**src/rtl/lcplc_seq_pkg.sv**
```systemverilog
// Shared types for the LCPLC stream sequencer: field widths, FSM states and the
// latched per-image configuration.
package lcplc_seq_pkg;

    localparam int unsigned DATA_WIDTH            = 16;
    localparam int unsigned DIM_WIDTH             = 4;
    localparam int unsigned BAND_WIDTH            = 8;
    localparam int unsigned SLICE_WIDTH           = 16;
    localparam int unsigned QUANTIZER_SHIFT_WIDTH = 4;
    localparam int unsigned THRESHOLD_WIDTH       = 64;

    typedef enum logic [1:0] {
        IDLE  = 2'd0,
        RUN   = 2'd1,
        FLUSH = 2'd2
    } state_t;

    typedef struct packed {
        logic [DIM_WIDTH-1:0]             cols_m1;
        logic [DIM_WIDTH-1:0]             rows_m1;
        logic [BAND_WIDTH-1:0]            bands_m1;
        logic [SLICE_WIDTH-1:0]           slices_m1;
        logic [QUANTIZER_SHIFT_WIDTH-1:0] quant_shift;
        logic [THRESHOLD_WIDTH-1:0]       threshold;
    } cfg_t;

endpackage

```
**src/rtl/lcplc_wrap_counter.sv**
```systemverilog
// Position counter that wraps to zero after reaching a programmable maximum.
module lcplc_wrap_counter #(
    parameter int unsigned WIDTH = 4
) (
    input  logic             clk,
    input  logic             rst,
    input  logic [WIDTH-1:0] max,
    input  logic             clr,
    input  logic             en,
    output logic [WIDTH-1:0] count,
    output logic             at_max
);

    assign at_max = (count == max);

    always_ff @(posedge clk or posedge rst) begin
        if (rst) begin
            count <= '0;
        end else if (clr) begin
            count <= '0;
        end else if (en) begin
            count <= at_max ? '0 : count + WIDTH'(1);
        end
    end

endmodule

```
**src/rtl/lcplc_stream_sequencer.sv**
```systemverilog
// Front-end sequencer for the LCPLC coder: latches per-image config, forwards samples and
// derives row/slice/band/image last flags. Define LCPLC_SEQ_TLAST_CHECK_EN to check s_last.
module lcplc_stream_sequencer
    import lcplc_seq_pkg::*;
(
    input  logic                             clk,
    input  logic                             rst,
    input  logic                             cfg_valid,
    output logic                             cfg_ready,
    input  logic [DIM_WIDTH-1:0]             cfg_cols_m1,
    input  logic [DIM_WIDTH-1:0]             cfg_rows_m1,
    input  logic [BAND_WIDTH-1:0]            cfg_bands_m1,
    input  logic [SLICE_WIDTH-1:0]           cfg_slices_m1,
    input  logic [QUANTIZER_SHIFT_WIDTH-1:0] cfg_quant_shift,
    input  logic [THRESHOLD_WIDTH-1:0]       cfg_threshold,
    input  logic                             s_valid,
    output logic                             s_ready,
    input  logic [DATA_WIDTH-1:0]            s_data,
    input  logic                             s_last,
    output logic                             x_valid,
    input  logic                             x_ready,
    output logic [DATA_WIDTH-1:0]            x_data,
    output logic                             x_last_r,
    output logic                             x_last_s,
    output logic                             x_last_b,
    output logic                             x_last_i,
    output logic [QUANTIZER_SHIFT_WIDTH-1:0] coder_quant_shift,
    output logic [THRESHOLD_WIDTH-1:0]       coder_threshold,
    input  logic                             mon_valid,
    input  logic                             mon_ready,
    input  logic                             mon_last,
    output logic                             busy,
    output logic                             image_done,
    output logic                             tlast_err
);

    state_t state, state_nxt;
    cfg_t   cfg_q, cfg_nxt;
    logic   image_done_nxt;
    logic   run, beat, cfg_hs, mon_final;
    logic   col_max, row_max, band_max, slice_max;

    logic [DIM_WIDTH-1:0]   col_cnt, row_cnt;
    logic [BAND_WIDTH-1:0]  band_cnt;
    logic [SLICE_WIDTH-1:0] slice_cnt;

    assign run       = (state == RUN);
    assign cfg_ready = (state == IDLE);
    assign busy      = (state != IDLE);
    assign cfg_hs    = cfg_valid && cfg_ready;
    assign mon_final = mon_valid && mon_ready && mon_last;

    // Zero-latency pass-through, gated to RUN; s_ready follows x_ready only.
    assign x_valid = run && s_valid;
    assign s_ready = run && x_ready;
    assign x_data  = s_data;
    assign beat    = x_valid && x_ready;

    assign x_last_r = run && col_max;
    assign x_last_s = x_last_r && row_max;
    assign x_last_b = x_last_s && band_max;
    assign x_last_i = x_last_b && slice_max;

    assign coder_quant_shift = cfg_q.quant_shift;
    assign coder_threshold   = cfg_q.threshold;

    // Column innermost, then row, band, slice.
    lcplc_wrap_counter #(.WIDTH(DIM_WIDTH)) u_col (
        .clk(clk), .rst(rst), .max(cfg_q.cols_m1), .clr(cfg_hs),
        .en(beat), .count(col_cnt), .at_max(col_max)
    );

    lcplc_wrap_counter #(.WIDTH(DIM_WIDTH)) u_row (
        .clk(clk), .rst(rst), .max(cfg_q.rows_m1), .clr(cfg_hs),
        .en(beat && col_max), .count(row_cnt), .at_max(row_max)
    );

    lcplc_wrap_counter #(.WIDTH(BAND_WIDTH)) u_band (
        .clk(clk), .rst(rst), .max(cfg_q.bands_m1), .clr(cfg_hs),
        .en(beat && col_max && row_max), .count(band_cnt), .at_max(band_max)
    );

    lcplc_wrap_counter #(.WIDTH(SLICE_WIDTH)) u_slice (
        .clk(clk), .rst(rst), .max(cfg_q.slices_m1), .clr(cfg_hs),
        .en(beat && col_max && row_max && band_max), .count(slice_cnt), .at_max(slice_max)
    );

    // Only the wrap flags matter to the sequencer; raw counts stay internal.
    logic unused_cnt;
    assign unused_cnt = ^{col_cnt, row_cnt, band_cnt, slice_cnt};

    always_ff @(posedge clk or posedge rst) begin
        if (rst) begin
            state <= IDLE;
        end else begin
            state <= state_nxt;
        end
    end

    always_ff @(posedge clk or posedge rst) begin
        if (rst) begin
            cfg_q      <= '0;
            image_done <= 1'b0;
        end else begin
            cfg_q      <= cfg_nxt;
            image_done <= image_done_nxt;
        end
    end

    // A final coder beat coinciding with the last input beat is still honoured, and FLUSH
    // holds for the image_done cycle so cfg_ready rises only afterwards.
    always_comb begin
        state_nxt      = state;
        cfg_nxt        = cfg_q;
        image_done_nxt = 1'b0;
        case (state)
            IDLE: begin
                if (cfg_valid) begin
                    cfg_nxt.cols_m1     = cfg_cols_m1;
                    cfg_nxt.rows_m1     = cfg_rows_m1;
                    cfg_nxt.bands_m1    = cfg_bands_m1;
                    cfg_nxt.slices_m1   = cfg_slices_m1;
                    cfg_nxt.quant_shift = cfg_quant_shift;
                    cfg_nxt.threshold   = cfg_threshold;
                    state_nxt           = RUN;
                end
            end
            RUN: begin
                if (beat && x_last_i) begin
                    state_nxt      = FLUSH;
                    image_done_nxt = mon_final;
                end
            end
            FLUSH: begin
                if (image_done) begin
                    state_nxt = IDLE;
                end else begin
                    image_done_nxt = mon_final;
                end
            end
            default: state_nxt = IDLE;
        endcase
    end

`ifdef LCPLC_SEQ_TLAST_CHECK_EN
    always_ff @(posedge clk or posedge rst) begin
        if (rst) begin
            tlast_err <= 1'b0;
        end else if (beat && (s_last != x_last_i)) begin
            tlast_err <= 1'b1;
        end
    end
`else
    logic unused_s_last;
    assign unused_s_last = s_last;
    assign tlast_err     = 1'b0;
`endif

endmodule
```
**config.mk**
```make
export PLATFORM = sky130hd
export DESIGN_NAME = lcplc_stream_sequencer
export DESIGN_NICKNAME = d
export VERILOG_FILES = /design/src/rtl/lcplc_seq_pkg.sv /design/src/rtl/lcplc_wrap_counter.sv /design/src/rtl/lcplc_stream_sequencer.sv
export SDC_FILE = /design/constraint.sdc
export NUM_CORES = 1
export LEC_CHECK = 0
export CAP_MARGIN = 15
export CORE_MARGIN = 1
export CORE_UTILIZATION = 69
export DETAILED_ROUTE_END_ITERATION = 6
export DONT_BUFFER_PORTS = 1
export GPL_ROUTABILITY_DRIVEN = 1
export GPL_TIMING_DRIVEN = 0
export PLACE_DENSITY = 0.85
export SYNTH_ARGS = -nofsm -noshare
export SYNTH_HDL_FRONTEND = slang
export SYNTH_HIERARCHICAL = 1
export SYNTH_SLANG_ARGS = --single-unit
export TNS_END_PERCENT = 100
```
**constraint.sdc**
```tcl
create_clock -name clk -period 5.9 [get_ports clk]
set_input_delay 0.59 -clock clk [delete_from_list [all_inputs] [get_ports clk]]
set_output_delay 0.59 -clock clk [all_outputs]
set_load 0.05 [all_outputs]
```
### Word-level counts from Yosys, hierarchy flattened

Cells that the tools add are included.

* eq/ne operators: 9
* add/subtract/negate cells: 4
* reductions and logical operators: 22
* muxes and demuxes: 19

Operators by type and width (count)
* $mux 16: 3
* $mux 4: 6
* $mux 8: 3
* $add 16x1->16 const B: 1
* $eq 16x16->1: 1
* $logic_and 1x1->1: 14
* $reduce_bool 2->1: 5
* $add 4x1->4 const B: 2
* $add 8x1->8 const B: 1
* $eq 4x4->1: 2
* $eq 8x8->1: 1
* $mux 2: 3
* $pmux 2 s3: 1
* $ne 2x2->1 const B: 2
* $reduce_and 3->1: 1
* $eq 2x1->1 const B: 1
* $eq 2x2->1 const B: 1
* $logic_not 2->1: 1
* $mux 1: 2
* $ne 2x1->1 const B: 1
* $pmux 1 s2: 1
* $reduce_and 2->1: 1

* word-level logic and storage cells: 66
* input port bits: 125
* register bits after elaboration: 135

### Logic depth before layout (Yosys ltp)

Gate-level depths: netlist of run 1.

* depth in word-level cells: 8
* gate-level depth with buffers: 10
* mapped depth without buffers: 9

### By module

Netlist of run 1, hierarchy kept.

Modules (own cells, without submodules)
* lcplc_stream_sequencer: cells each 327, instances 1, area an instance 4631.9 µm², sequential area each 2577.5 µm²
* lcplc_wrap_counter at u_slice: cells each 107, instances 1, area an instance 1127.3 µm², sequential area each 400.4 µm²
* lcplc_wrap_counter at u_col ...: cells each 27, instances 2, area an instance 284.0 µm², sequential area each 100.1 µm²
* lcplc_wrap_counter at u_band: cells each 51, instances 1, area an instance 541.8 µm², sequential area each 200.2 µm²

### Worst setup path before layout of run 1

No wires, ideal clock.

* path type: reg2reg
* from: reg state[0]
* to: reg u_slice.count[12]
* setup slack: 3.262 ns
* clock period less this slack: 2.638 ns
* required time: 5.813 ns
* stages on the path, launching flop included: 11
* arrival time: 2.552 ns
* cells stage by stage: dfrtp_1 -> inv_1 -> ha_1 -> and2_1 -> buf_2 -> buf_4 -> buf_4 -> o211ai_4 -> nor4_1 -> xnor2_1 -> a211oi_2

* elaborated cells between the ends (all ways): 10
* classes of those cells: 1 x eq/ne; 1 x mux; 8 x reduce/logical

RTL lines
* from (decl): line lcplc_stream_sequencer.sv:37 `state_t state, state_nxt;`
* from (signal assigned): line lcplc_stream_sequencer.sv:96 `state <= state_nxt;`
* $logic_not 2->1 *: line lcplc_stream_sequencer.sv:48 `assign cfg_ready = (state == IDLE);`
* net cfg_ready: line lcplc_stream_sequencer.sv:9 `output logic cfg_ready,`
* $logic_and 1x1->1 *: line lcplc_stream_sequencer.sv:50 `assign cfg_hs = cfg_valid && cfg_ready;`
* net cfg_hs: line lcplc_stream_sequencer.sv:40 `logic run, beat, cfg_hs, mon_final;`
* $mux 16 / $reduce_bool 2->1 (equally long branches)
* to (signal assigned): line lcplc_wrap_counter.sv:22 `count <= at_max ? '0 : count + WIDTH'(1);`
* to (decl): line lcplc_wrap_counter.sv:10 `output logic [WIDTH-1:0] count,`

The timed path passes the listed nets; every way through them passes the cells marked *.
A chain may end at the register's enable or synchronous reset.

### Worst setup path after layout of run 1

* from: reg u_slice.count[5]
* to: out x_last_i

* word-level cells in the longest chain between the ends: 2

RTL lines
* $eq 16x16->1: line lcplc_wrap_counter.sv:14 `assign at_max = (count == max);`
* net slice_max: line lcplc_stream_sequencer.sv:41 `logic col_max, row_max, band_max, slice_max;`
* $logic_and 1x1->1: line lcplc_stream_sequencer.sv:62 `assign x_last_i = x_last_b && slice_max;`
* to (decl): line lcplc_stream_sequencer.sv:26 `output logic x_last_i,`

The timed path passes the listed nets, and every way through them passes these cells.

==> metrics.md, run 1 <==
| Metric | Value |
|---|---|
| Outcome | `finished, final reports clean` |
| Ports | `219` |
| Critical path arrival | `2.58 ns` |
| Sink Count | `135` |
| Clock power share | `0.429` |
| Place WS | `2.81 ns` |
| CP required | `5.31 ns` |
| Tmin final | `3.17 ns` |
| Met3 wire len | `875 um` |
| Crit start category | `flip-flop` |
| Met2 WL | `7650 um` |
| Final GP Congestion | `0.853` |
| Final WS setup | `2.73 ns` |
| Delay-heaviest family, CP | `simple AND/OR/NAND/NOR gates` |
| Final ANT Viol Nets | `0` |
| Fmax | `0.316 GHz` |
| Number of storage elements in the synthesis netlist | `135` |
| Worst Setup End Kind | `output port` |
| Per-cell routed wire length | `19.6 um` |
| Primary FF master, synth | `dfrtp_1` |
| Final setup skew | `0.00612 ns` |
| Net Sw Power | `708 uW` |
| Synthesis Warnings | `6` |
| Top cells by area, synth | `dfrtp_1 49%, mux2_2 16%, buf_4 10%` |
| Via count | `4115` |
| Global-route wire length before repair | `21700 um` |
| Final Cycle Share | `0.537` |
| CTS root buffer | `clkbuf_8` |
| Routed WL | `13800 um` |
| Final Max Slew Viols | `0` |
| Finish-stage setup viols | `0` |
| Slew @ Worst Pin | `0.628 ns` |
| Full die area | `10400 um2` |
| Critical path cell sequence | `xnor2_1 > nand4_1 > nor4_4 > buf_6 > and2_2` |
| Placed instance count | `673` |
| Nets@finish | `693` |
| Net Count, Synth | `672` |
| Chip width | `102 um` |
| Setup Crit Path Kind | `reg2out` |
| Area grow syn2layout | `11.7%` |
| Post-CTS setup buffers | `0` |
| Clk buf depth | `2` |
| Switch share | `0.287` |
| All-Layer GR Usage | `0.282` |
| Antenna violations before repair | `0` |
| P_leak | `3.77 nW` |
| Top Layer Used | `met4` |
| # H-tree levels | `4` |
| Port Buffers | `0` |
| Gate power share | `0.155` |
| Max incr delay on CP | `0.59 ns` |
| Post-DR vias/cell | `5.83` |
| Cells after Synth | `539` |
| CP max FO | `11` |
| Antenna diode count | `0` |
| Post-synth top area cell | `dfrtp_1` |
| Setup TNS | `0 ns` |
| Vias in the first global route | `4311` |
| Slew margin rel. | `0.581` |
| Top cell type's share of synthesized area | `0.492` |
| Drt first-iter violations | `136` |
| Core outline area | `9730 um2` |
| Fin. Hold Viols | `0` |
| HP Class | `in2async` |
| Int Pwr | `1.75 mW` |
| Slowest-stage cell, CP | `nor4_4` |
| Wl on met1 | `5160 um` |
| Mapped cell area | `6870 um2` |
| Total grt overflow | `0` |
| WP buf/inv | `1` |
| EDFF count, synth | `0` |
| Layout Cells excl Fill | `706` |
| Drt drc | `0` |
| PwrDens | `321 nW/um2` |
| Sequential share of the synthesized area | `0.492` |
| Sequential power share | `0.416` |
| Netlist cell types | `53` |
| MaxCap Viol Count | `0` |
| CTS tree | `built` |
| Post-CTS resize count | `0` |
| Share of cells above drive strength 1 | `0.455` |
| 1st-pass router iterations | `5` |
| Std-Cell Rows | `36` |
| Num CTS Buffers | `17` |
| Asr flop ratio synth | `1.00` |
| RSZ-0062 raised after global routing | `no` |
| Largest net degree at the start of global routing | `70` |
| Clock Pin Slew Worst Setup and Hold Paths | `0.06 ns` |
| Syn_area_per_cell | `12.7 um2` |
| Clock latency on the worst-skew pair | `0.53 ns` |
| HPWL Detailed | `9760 um` |
| Initial Util | `0.706` |
| Die height | `102 um` |
| Peak VDD IR | `0.233 mV` |
## per-stage QoR
stage	power, mW	cell area [um2]	hold WS [ns]	utilization
after floorplan	1.35	6870	0.356	-
after global placement	1.40	7040	0.369	0.723
after detailed placement	1.42	7070	0.375	0.726
after CTS	2.48	7670	0.0280	0.789
after global routing	2.55	7670	0.0647	0.789
final	2.46	7670	0.0309	0.789
## logic make-up after synthesis
family	share of synthesized area
AO/OA/AOI/OAI	0.0517
XOR/XNOR	0.0659
adder cells (fa/ha/maj)	0.0146
buffers and inverters	0.124
flip-flops	0.492
multiplexers	0.170
other	0.000546
AND/OR/NAND/NOR	0.0812
## cell type report
cell class,instances,area [um2]
inverter,17,66.3
clock buffer,21,449
tap,133,166
buffer,106,790
fill,568,2060
multi-input combinational,281,2640
clock inverter,11,148
sequential,135,3380
timing repair buffer,2,37.5
## routing by layer
metal,track usage,vias up
met3,0.101,14
met1,0.327,2086
met2,0.487,179
met5,0,-
li1,-,1836
met4,0.0936,0
## registers in the layout (all words and copies together) (netlist names)
name / flops
cfg_q: 32
coder_quant_shift: 4
coder_threshold: 64
image_done: 1
state: 2
u_band/count: 8
u_col/count: 4
u_row/count: 4
u_slice/count: 16
## cell usage after synthesis (5+ instances only)
master and n:
ha_1 8, dfrtp_1 135, and3_1 5, buf_4 95
nand4_1 10, xnor2_1 37, nor3_1 7, mux2_2 100
inv_1 17, xor2_1 11, nand2_1 8, nor2_1 10
a211oi_1 11
## worst reg2reg max path: stages, from the launching register on
cell,delay (ns)
dfrtp_1,0.41
inv_1,0.11
ha_1,0.53
and2_1,0.22
buf_2,0.26
buf_4,0.40
buf_4,0.26
o211ai_4,0.14
nor4_1,0.37
xnor2_1,0.13
a211oi_2,0.20
## timing repair
item,4_1_cts,5_1_grt
endpoints found under the hold margin,50,0
hold buffers,1,0
setup endpoints to repair,0,0
## power by group through the flow
stage | combinational [mW] | clock [mW] | sequential [mW]
finish | 0.381 | 1.06 | 1.02
global route | 0.411 | 1.11 | 1.03
CTS | 0.381 | 1.07 | 1.02
detailed placement | 0.377 | 0 | 1.04
floorplan | 0.325 | 0 | 1.02
global placement | 0.359 | 0 | 1.04
## cell usage in the layout, fill, tap and decap left out, drive strengths merged, types with 5 or more instances in the layout
| master | count |
|---|---|
| a2111oi | 5 |
| a211oi | 12 |
| a21oi | 5 |
| and2 | 7 |
| and3 | 8 |
| buf | 103 |
| clkbuf | 25 |
| dfrtp | 135 |
| ha | 8 |
| inv | 18 |
| mux2 | 101 |
| nand2 | 8 |
| nand3 | 6 |
| nand4 | 11 |
| nor2 | 10 |
| nor3 | 10 |
| nor4 | 7 |
| xnor2 | 37 |
| xor2 | 13 |
## worst paths after layout
kind                                           from             endpoint  slack, ns  cells after the start
worst max-delay path               u_slice/count[5]             x_last_i       2.73                      5
max in group asynchronous                       rst            cfg_q[77]       4.55                      3
worst min register to register  coder_threshold[46]  coder_threshold[46]       0.51                      1
worst max register to register             state[0]    u_slice/count[12]       2.80                     10
worst min-delay path                            rst    u_slice/count[11]       0.03                      1
min in group clk                  cfg_threshold[54]  coder_threshold[54]       0.21                      1
Note: power is estimated with default switching activity, not from simulation.
==> inputs of run 2 (changes only) <==
--- a/config.mk
+++ b/config.mk
@@ -7,12 +7,12 @@
 export LEC_CHECK = 0
 export CAP_MARGIN = 15
 export CORE_MARGIN = 1
-export CORE_UTILIZATION = 69
+export CORE_UTILIZATION = 58
 export DETAILED_ROUTE_END_ITERATION = 6
 export DONT_BUFFER_PORTS = 1
 export GPL_ROUTABILITY_DRIVEN = 1
 export GPL_TIMING_DRIVEN = 0
-export PLACE_DENSITY = 0.85
+export PLACE_DENSITY = 0.76
 export SYNTH_ARGS = -nofsm -noshare
 export SYNTH_HDL_FRONTEND = slang
 export SYNTH_HIERARCHICAL = 1
==> constraint.sdc (replaced) <==
create_clock -name clk -period 2.7 [get_ports clk]
set_input_delay 0.27 -clock clk [delete_from_list [all_inputs] [get_ports clk]]
set_output_delay 0.27 -clock clk [all_outputs]
set_load 0.05 [all_outputs]
==> metrics.md, run 2 (synthesis gave the netlist of run 1 again) <==
| Metric | Value |
|---|---|
| Drt first-iter violations | `140 (+2.9%)` |
| Die height | `111 um (+8.9%)` |
| Full die area | `12300 um2 (+19%)` |
| Crit start category | `flip-flop` |
| Post-DR vias/cell | `5.56 (-4.7%)` |
| CTS tree | `built` |
| CP required | `3.02 ns (-2.29 ns)` |
| PwrDens | `649 nW/um2 (+100%)` |
| Fmax | `0.387 GHz` |
| 1st-pass router iterations | `4 (-1)` |
| Hold path cells | `1` |
| Core outline area | `11500 um2 (+18%)` |
| Routed WL | `16600 um (+20%)` |
| Num CTS Buffers | `17 (unchanged)` |
| Ports | `219 (unchanged)` |
| Largest net degree at the start of global routing | `45 (-36%)` |
| Finish-stage setup viols | `0 (unchanged)` |
| RSZ-0062 raised after global routing | `yes` |
| Initial Util | `0.599 (-0.107)` |
| Peak VDD IR | `0.582 mV (+150%)` |
| Fin. Hold Viols | `0 (unchanged)` |
| Final Max Slew Viols | `0 (unchanged)` |
| Commonest non-fill, non-tap cell in the layout | `dfrtp_1` |
| Met3 wire len | `951 um (+8.7%)` |
| # H-tree levels | `4 (unchanged)` |
| Vias in the first global route | `5052 (+17%)` |
| Final setup skew | `0.00835 ns (+0.00222 ns)` |
| Final GP Congestion | `0.821 (-3.7%)` |
| Slew @ Worst Pin | `0.635 ns (+0.00705 ns)` |
| Sink Count | `135 (unchanged)` |
| HPWL Detailed | `10000 um (+2.6%)` |
| WHS | `0.0156 ns (-0.0152 ns)` |
| Outcome | `finished, final reports clean` |
| Nets@finish | `796 (+15%)` |
| Top Layer Used | `met4` |
| HP Class | `in2reg` |
| P_leak | `4.25 nW (+13%)` |
| Slew margin rel. | `0.576 (-0.00470)` |
| CP max FO | `15 (+4)` |
| Share of cells above drive strength 1 | `0.410 (-0.0457)` |
| Commonest cells after routing, fill and taps aside | `135 x dfrtp_1, 100 x mux2_2, 99 x buf_4, 97 x dlygate4sd3_1, 37 x xnor2_1` |
| Chip width | `111 um (+8.9%)` |
| Std-Cell Rows | `39 (+8.3%)` |
| Total power | `5.73 mW (+130%)` |
| R2R depth | `10 (unchanged)` |
| Clock Pin Slew Worst Setup and Hold Paths | `0.06 ns (about the same)` |
| Number of flip-flops in the largest register | `64 (unchanged)` |
| Global-route wire length before repair | `26500 um (+22%)` |
| Wl on met1 | `6180 um (+20%)` |
| Worst Setup End Kind | `flip-flop` |
| Clock latency on the worst-skew pair | `0.42 ns (-0.11 ns)` |
| Met2 WL | `8980 um (+17%)` |
| Port Buffers | `0 (unchanged)` |
| Final Cycle Share | `0.956` |
| CTS root buffer | `clkbuf_16` |
| Total grt overflow | `0 (unchanged)` |
| Per-cell routed wire length | `20.2 um (+3.1%)` |
| Tmin final | `2.58 ns` |
| Final ANT Viol Nets | `0 (unchanged)` |
| Via count | `4557 (+11%)` |
| Drt drc | `0 (unchanged)` |
| MaxCap Viol Count | `0 (unchanged)` |
| Setup Crit Path Kind | `reg2reg` |
| Antenna violations before repair | `1 (+1)` |
| Clk buf depth | `2 (unchanged)` |
| All-Layer GR Usage | `0.281 (-0.00116)` |
| Critical path arrival | `2.91 ns (+0.33 ns)` |
| Area grow syn2layout | `28.3%` |
run 2: changes by cell type in the layout (fill, tap and decap cells not counted), moves of 2 or more:
cell | before | now
buf_12 | 0 | 3
buf_4 | 95 | 99
clkbuf_1 | 5 | 3
clkbuf_16 | 16 | 18
clkbuf_2 | 0 | 2
clkbuf_8 | 4 | 6
clkinv_2 | 2 | 4
clkinvlp_4 | 4 | 2
dlygate4sd3_1 | 1 | 97
ha_1 | 8 | 6
ha_4 | 0 | 2
run 2: path summary, 6_finish.rpt:
check	startpoint	end	slack, ns
hold reg to reg	coder_threshold[38]	coder_threshold[38]	0.51
hold / removal	cfg_threshold[36]	coder_threshold[36]	0.02
setup / recovery	state[0]	u_slice/count[14]	0.12
setup reg to reg	state[0]	u_slice/count[14]	0.12
max in group asynchronous	rst	coder_threshold[60]	1.58
min in group asynchronous	rst	u_row/count[1]	0.33
run 2: repair_timing:
action | 4_1_cts | 5_1_grt
resized for setup | 7 | 12
cloned | 0 | 1
hold endpoints to repair | 151 | 0
setup buffers | 5 | 0
hold buffers | 97 | 0
pin swaps | 3 | 2
endpoints found under the setup margin | 18 | 14
run 2: report_power, final:
part / switching [mW] / internal [mW]
registers: 0.141 / 2.10
clock network: 0.865 / 1.57
logic: 0.612 / 0.438
total: 1.62 / 4.11
run 2: worst max-delay path: stages, from the launching register on:
cell and delay, ns:
dfrtp_1 0.43, inv_1 0.17, ha_4 0.28, and2_1 0.21, buf_6 0.19, buf_12 0.18
buf_4 0.20, o211ai_4 0.15, nor4_2 0.35, xnor2_1 0.10, a211oi_1 0.20
run 2: layout make-up:
class	instances	area, um2
clock inverter	8	118
fill	636	2650
sequential	135	3380
timing repair buffer	105	1070
inverter	17	67.6
multi-input combinational	281	2680
antenna	1	2.50
buffer	106	811
tap	143	179
clock buffer	24	502
run 2: metal layers:
metal | track usage | vias to the layer above
met2 | 0.509 | 191
met4 | 0.130 | 0
met3 | 0.0722 | 38
li1 | - | 2035
met1 | 0.306 | 2293
met5 | 0 | -
run 2: per-stage QoR:
step | setup WS [ns] | cells | setup TNS [ns] | utilization | cell area [um2]
6_report | 0.118 | 820 | 0 | 0.769 | 8810
5_1_grt | -0.00260 | 820 | -0.00346 | 0.769 | 8810
4_1_cts | 0.0325 | 818 | 0 | 0.763 | 8750
3_5_place_dp | -0.469 | 684 | -4.50 | 0.618 | 7090
3_3_place_gp | -0.394 | 682 | -2.98 | 0.615 | 7050
2_1_floorplan | 0.0615 | 539 | 0 | - | 6870
